**src/rtl/unisim_sram_b_param.sv**
```systemverilog
// Parametrised 1-write/1-read SRAM wrapper for accelerator local memories.
// Storage is split into 2^(ABITS-BANK_ABITS) behavioural banks sized for
// block-RAM inference. After reset an optional sequence zeroes every word
// while BUSY is high. Each bank read is registered and read-first, so the
// array always returns the old word. Write-first behaviour on a same-address
// collision is rebuilt from the write data and mask, which are captured
// alongside the read. An optional output register adds one cycle of latency.

module unisim_sram_b_param #(
  parameter int ABITS         = 7,
  parameter int DBITS         = 8,
  parameter int BANK_ABITS    = 11,
  parameter int OUT_REG       = 0,
  parameter int BYPASS        = 1,
  parameter int INIT_ON_RESET = 1
) (
  input  logic             CLK,
  input  logic             RST,
  input  logic             CE0,
  input  logic [ABITS-1:0] A0,
  input  logic [DBITS-1:0] D0,
  input  logic             WE0,
  input  logic [DBITS-1:0] WEM0,
  input  logic             CE1,
  input  logic [ABITS-1:0] A1,
  output logic [DBITS-1:0] Q1,
  output logic             Q1_VALID,
  output logic             BUSY
);

  // The local address is the part of the word address that lives inside one bank.
  localparam int LBITS  = (ABITS < BANK_ABITS) ? ABITS : BANK_ABITS;
  localparam int XBITS  = (ABITS > BANK_ABITS) ? (ABITS - BANK_ABITS) : 0;
  localparam int NBANKS = 1 << XBITS;
  localparam int SBITS  = (XBITS > 0) ? XBITS : 1;
  localparam int WORDS  = 1 << LBITS;

  typedef enum logic {
    ST_INIT,
    ST_READY
  } state_t;

  state_t           state;
  state_t           state_nxt;
  logic [LBITS-1:0] ic;
  logic             busy;
  logic             wr_en;
  logic             rd_en;
  logic [LBITS-1:0] wr_lo;
  logic [LBITS-1:0] rd_lo;
  logic [SBITS-1:0] wr_bank;
  logic [DBITS-1:0] bank_q [NBANKS];
  logic [DBITS-1:0] q_raw;
  logic [DBITS-1:0] q_comb;
  logic             rd_v1;
  logic             coll_r;
  logic [DBITS-1:0] fwd_d;
  logic [DBITS-1:0] fwd_m;

  // State register: reset enters the zeroing sequence unless it is disabled.
  always_ff @(posedge CLK or posedge RST) begin
    if (RST) begin
      state <= (INIT_ON_RESET != 0) ? ST_INIT : ST_READY;
    end else begin
      state <= state_nxt;
    end
  end

  // Next state: leave INIT once the last local address has been cleared.
  always_comb begin
    state_nxt = state;
    busy      = 1'b0;
    case (state)
      ST_INIT: begin
        busy = 1'b1;
        if (ic == LBITS'(WORDS - 1)) begin
          state_nxt = ST_READY;
        end
      end
      ST_READY: begin
        state_nxt = ST_READY;
      end
      default: begin
        state_nxt = ST_READY;
      end
    endcase
  end

  // The init counter walks the local address space; all banks clear in parallel.
  always_ff @(posedge CLK or posedge RST) begin
    if (RST) begin
      ic <= '0;
    end else if (state == ST_INIT) begin
      ic <= ic + 1'b1;
    end
  end

  assign BUSY  = busy;
  assign wr_en = ~busy & CE0 & WE0;
  assign rd_en = ~busy & CE1;
  assign wr_lo = A0[LBITS-1:0];
  assign rd_lo = A1[LBITS-1:0];

  if (XBITS > 0) begin : g_sel
    logic [XBITS-1:0] rd_bank_r;

    assign wr_bank = A0[ABITS-1:BANK_ABITS];

    // The bank select travels with the read so the output mux matches the data.
    always_ff @(posedge CLK or posedge RST) begin
      if (RST) begin
        rd_bank_r <= '0;
      end else if (rd_en) begin
        rd_bank_r <= A1[ABITS-1:BANK_ABITS];
      end
    end

    assign q_raw = bank_q[rd_bank_r];
  end else begin : g_nosel
    assign wr_bank = '0;
    assign q_raw   = bank_q[0];
  end

  for (genvar b = 0; b < NBANKS; b++) begin : g_bank
    logic [DBITS-1:0] mem [WORDS];
    logic [DBITS-1:0] rd_q;
    logic             bank_we;

    assign bank_we = wr_en && (wr_bank == SBITS'(b));

    // Array write port: zero fill during init, otherwise a per-bit masked update.
    always_ff @(posedge CLK) begin
      if (busy) begin
        mem[ic] <= '0;
      end else if (bank_we) begin
        mem[wr_lo] <= (mem[wr_lo] & ~WEM0) | (D0 & WEM0);
      end
    end

    // Registered read-first port. It holds its value while no read is issued.
    always_ff @(posedge CLK or posedge RST) begin
      if (RST) begin
        rd_q <= '0;
      end else if (rd_en) begin
        rd_q <= mem[rd_lo];
      end
    end

    assign bank_q[b] = rd_q;
  end

  // Capture the read-valid flag and, for a same-address write, the merge operands.
  always_ff @(posedge CLK or posedge RST) begin
    if (RST) begin
      rd_v1  <= 1'b0;
      coll_r <= 1'b0;
      fwd_d  <= '0;
      fwd_m  <= '0;
    end else begin
      rd_v1 <= rd_en;
      if (rd_en) begin
        coll_r <= wr_en && (A0 == A1);
        fwd_d  <= D0;
        fwd_m  <= WEM0;
      end
    end
  end

  assign q_comb = ((BYPASS != 0) && coll_r) ? ((q_raw & ~fwd_m) | (fwd_d & fwd_m)) : q_raw;

  if (OUT_REG != 0) begin : g_oreg
    logic [DBITS-1:0] q_r;
    logic             v_r;

    // Optional output stage. It loads only when a read result arrives.
    always_ff @(posedge CLK or posedge RST) begin
      if (RST) begin
        q_r <= '0;
        v_r <= 1'b0;
      end else begin
        v_r <= rd_v1;
        if (rd_v1) begin
          q_r <= q_comb;
        end
      end
    end

    assign Q1       = q_r;
    assign Q1_VALID = v_r;
  end else begin : g_nooreg
    assign Q1       = q_comb;
    assign Q1_VALID = rd_v1;
  end

endmodule

```
**config.mk**
```make
export PLATFORM = sky130hd
export DESIGN_NAME = unisim_sram_b_param
export DESIGN_NICKNAME = d
export VERILOG_FILES = /design/src/rtl/unisim_sram_b_param.sv
export SDC_FILE = /design/constraint.sdc
export NUM_CORES = 1
export LEC_CHECK = 0
export CORE_MARGIN = 3
export CORE_UTILIZATION = 30
export DETAILED_ROUTE_END_ITERATION = 8
export GPL_ROUTABILITY_DRIVEN = 0
export PLACE_DENSITY = 0.44
export SETUP_SLACK_MARGIN = 0.15
export SYNTH_ARGS = -nofsm -noshare
export SYNTH_HDL_FRONTEND = slang
export SYNTH_SLANG_ARGS = --single-unit
```
**constraint.sdc**
```tcl
create_clock -name CLK -period 13.65 [get_ports CLK]
set_clock_uncertainty 0.2 [all_clocks]
set_input_delay 2.73 -clock CLK [delete_from_list [all_inputs] [get_ports CLK]]
set_output_delay 2.73 -clock CLK [all_outputs]
set_load 0.01 [all_outputs]
```
After elaboration in Yosys (flattened, before gate mapping)
Memories as Yosys holds them, arrays and structs flattened. A register that Yosys moved wholly into a read port is not among the register bits.
Index checks and enable logic that the tools add are counted.
Storage, ports and cells
  register bits: 26
  memory bits (writable): 1024
  memories: 1
Memory list
  g_bank[0].mem: depth 128, bits a word 8, read ports 2, clocked after Yosys merged registers in 1, wr ports 1, line 125  | logic [DBITS-1:0] mem [WORDS];
Cells by class
  $add $sub $neg: 1
  equal/unequal tests: 2
  mux-type cells: 10
  bitwise gates (word level): 12
  reduce and logical (&&, ||, !) cells: 2
Operators with widths (number)
  AND 8 bit: 4
  two-way mux 8 bit: 2
  inverter 8 bit: 2
  bitwise OR 8 bit: 2
  OR reduction 8 bit: 1
  adder 7 x 1 -> 7 bit, second input constant: 1
  == test 7 bit: 1
  == test 7 bit, second input constant: 1
  two-way mux 7 bit: 1
  two-way mux 1 bit: 6
  AND 1 bit: 3
  one-hot mux 1 bit (2 select lines): 1
  logical AND 1 bit: 1
  inverter 1 bit: 1

Longest topological paths before layout
  depth in word-level cells: 7
  gate-level depth with buffers: 11
  mapped depth without buffers: 7

Worst setup path after synthesis
No wires, ideal clock.
  kind: input to register
  start: in A0[0]
  end: mem g_bank[0].mem[0][2], data pin
  setup time: 2.351 ns
  arrival: 14.988 ns
  required time: 11.099 ns
  setup slack: -3.889 ns
  stages: 11
  path through: buf_6 -> buf_8 -> buf_8 -> buf_8 -> buf_8 -> mux2i_1 -> a2bb2oi_1 -> a21oi_1 -> o22ai_1 -> nor3_1 -> a2111oi_0
On the way
  word-level cells in the longest chain between the ends: 4
RTL lines
  from (decl): line 20  | input logic [ABITS-1:0] A0,
  memory read (128 x 8 bit)
  AND 8 bit: line 136  | mem[wr_lo] <= (mem[wr_lo] & ~WEM0) | (D0 & WEM0);
  bitwise OR 8 bit: line 136
  two-way mux 8 bit (no line)
  to (decl): line 125
Every way passes these cells.

Final worst setup path
  start: in A0[0]
  end: mem g_bank[0].mem[84][0], data pin
The elaborated chain is that of the path after synthesis.

==> results.toml <==
[routing]
drtIter0Drc = 3444
vias_per_cell = 5.80
first_pass_iters = 6
via_count = 29700
route.detailed.drc = 0
drt_wl_total_um = 182000
drt-wirelength-per-cell_um = 35.4
final_antenna_net_count = 0

[setup_path]
rr_endpoint = "g_bank[0].mem[6][4]$_DFFE_PP_"
rr_worst_depth = 4
path_buf_inv = 5
path_max_fanout = 74
critical-path-slowest-cell = "buf_4"
worst_path_largest_cell_delay_ns = 0.83
crit_family = "buffers and inverters"
worstReg2RegStart = "state$_DFF_PP0_"
worstSetupStartpoint = "A0[0]"
path_cells = "buf_8 > buf_12 > buf_4 > mux4_2 > mux2i_1 > o211ai_1 > nor3_1 > a2111oi_4 > buf_4 > buf_4"
path_class = "in -> reg"
cp_common_cell = "buf_4"
worstPathRequired_ns = 13.80
reg2reg_slack_ns = 8.96
endpoint_kind = "flop"
cp-start-kind = "input port"
crit_arrival_ns = 7.79

[clock_network]
cts_tree = "done"
hold_buffers = 0
ctsResizeCount = 0
cts_sinks = 1058
cts_setup_buffers = 0
cts.clk_slew.worst_paths_ns = 0.06
cts_made_buffers = 116
clockBufferDepth = 3
cts-root-buf = "clkbuf_16"
htreeDepth = 3
clk_latency_ns = 0.79

[logic_synthesis]
synth-async-reset-ratio_pct = 3.21
syn-num-nets = 2808
ys_seq_area_share_pct = 62.9
avgSynthCellArea_um2 = 18.1
syn_area_mm2 = 0.0502
synth-edff-count = 1024
ys_ff_latch = 1058
synth-warning-count = 0
ys.flop_type = "edfxtp_1"
syn_inst = 2772
netlist-cell-type-count = 60

[min_path]
min_from = "fwd_m[3]$_DFFE_PP0P_"
min_to = "fwd_m[3]$_DFFE_PP0P_"
hp-class = "reg -> reg"
min_path_cells = 2

[global_route]
grt.overflow.total = 0
track_usage_pct = 20.9
grt_pass1_wl_um = 253000
grt_pass1_vias = 30300
antenna_found_initial = 7
grt_max_degree = 95

[floorplanning]
start_util_pct = 30.3
die_h_um = 415
die-area_mm2 = 0.172
die_w_um = 415
coreArea_mm2 = 0.166
fp-row-count = 149
pin_count = 45

[timing]
setup_viol = 0
rsz0062_at_grt = "false"
finalHoldViolations = 0
fin_crit_ns = 7.64
drv_slew = 0
setup_tns_ns = 0
worst_slew_pin_slew_ns = 1.27
finalCritPeriodShare_pct = 56.0
max_slew_margin_pct = 14.8
max_freq_mhz = 131

[layout]
final_core_util_pct = 34.4
layout.cells.non_filler = 5130
final_common_cell = "edfxtp_1"
nets = 2874
layout_common_cells = "1024 x edfxtp_1, 440 x mux4_2, 215 x mux2i_1"
drive_gt1_share_pct = 26.1
area_growth_pct = 13.3

[power_and_ir_drop]
power_leakage_nw = 15.1
power_mw = 7.00
irDropWorstVdd_uv = 112
powerDensity_mw_per_mm2 = 123

[flow_run]
drv_cap = 0

[placed_design]
port_buffers = 44
dp.cells = 4909
dp_hpwl_um = 123000

[run_status]
outcome = "complete, no violations"
## registers in the layout, indices dropped and copies added (netlist names)
signal / flops
ic: 7
coll_r: 1
state: 1
g_bank.mem: 1024
fwd_m: 8
fwd_d: 8
bank_q: 8
Q1_VALID: 1
## power breakdown
part           switching [mW]  total (mW)  internal [mW]
Combinational           0.234       0.346          0.112
Sequential                  0        3.51           3.51
Clock                    1.35        3.14           1.80
## worst max path at each step
stage | to | slack (ns) | depth (start not counted)
after floorplan | g_bank[0].mem[0][4]$_DFFE_PP_ | 2.88 | 10
after global placement | g_bank[0].mem[72][0]$_DFFE_PP_ | 5.28 | 11
after detailed placement | g_bank[0].mem[75][0]$_DFFE_PP_ | 5.16 | 11
after CTS | g_bank[0].mem[84][0]$_DFFE_PP_ | 5.94 | 11
after global routing | g_bank[0].mem[84][0]$_DFFE_PP_ | 5.75 | 11
final | g_bank[0].mem[84][0]$_DFFE_PP_ | 6.01 | 10
## kinds of logic after synthesis
| family | share of synthesized area (%) |
|---|---|
| adders and majority gates | 0.0249 |
| AOI/OAI and AO/OA | 5.16 |
| muxes | 25.1 |
| xor gates and xnor gates | 0.227 |
| and+or+nand+nor | 3.73 |
| buffers and inverters | 2.87 |
| DFF | 62.9 |
## Yosys cell counts (all sizes together) (3+ instances only)
master	count	area [um^2]
edfxtp	1024	30700
mux4	453	10300
mux2i	215	2150
nor2	163	612
buf	150	1130
a22oi	119	893
nand2	116	435
clkbuf	63	236
a21oi	48	240
o21ai	37	185
dfrtp	34	851
nor2b	33	206
a211oi	29	218
nor3	29	145
nand3	27	135
a221oi	25	219
inv	20	75.1
mux2	19	214
a31oi	13	81.3
o22ai	13	81.3
a2111oi	11	113
a22o	11	96.3
a311oi	11	96.3
o2111ai	11	96.3
nand2b	10	62.6
nand4	9	56.3
xnor2	9	78.8
o211ai	8	60.1
a21o	7	52.6
nand3b	7	52.6
and2	5	31.3
nor3b	5	37.5
nor4	5	31.3
o31ai	4	30.0
xor2	4	35.0
a2bb2oi	3	26.3
a41o	3	30.0
a41oi	3	26.3
## worst reg2reg max path: stages (launching register included)
cell,delay (ns)
dfrtp_1,0.69
and3_1,0.58
o31ai_1,1.06
nand2_1,0.61
nor2_1,1.14
## per-layer routing
metal / share of wire (%) / vias to the layer above / global-route usage [%]
met4: 3.5 / 4 / 6.57
met5: 0.013 / - / 0
li1: - / 11900 / -
met2: 47 / 1381 / 33.0
met1: 42 / 16200 / 29.0
met3: 7.5 / 293 / 4.20
## layout make-up
| cell class | count | area, um^2 |
|---|---|---|
| multi-input combinational | 1480 | 17400 |
| fill | 15600 | 109000 |
| sequential | 1058 | 31600 |
| clock buffer | 151 | 3120 |
| timing repair buffer | 161 | 1370 |
| clock inverter | 69 | 641 |
| inverter | 21 | 80.1 |
| antenna | 1 | 2.50 |
| tap | 2189 | 2740 |
## through the flow
stage	setup slack, ns	area [um^2]	hold WS, ns
finish	6.01	56900	0.281
global route	5.75	56900	0.314
CTS	5.94	56900	0.279
detailed placement	5.16	53200	0.263
global placement	5.28	53200	0.255
floorplan	2.88	50300	0.242
No activity file was read; power rests on OpenSTA's default activity.
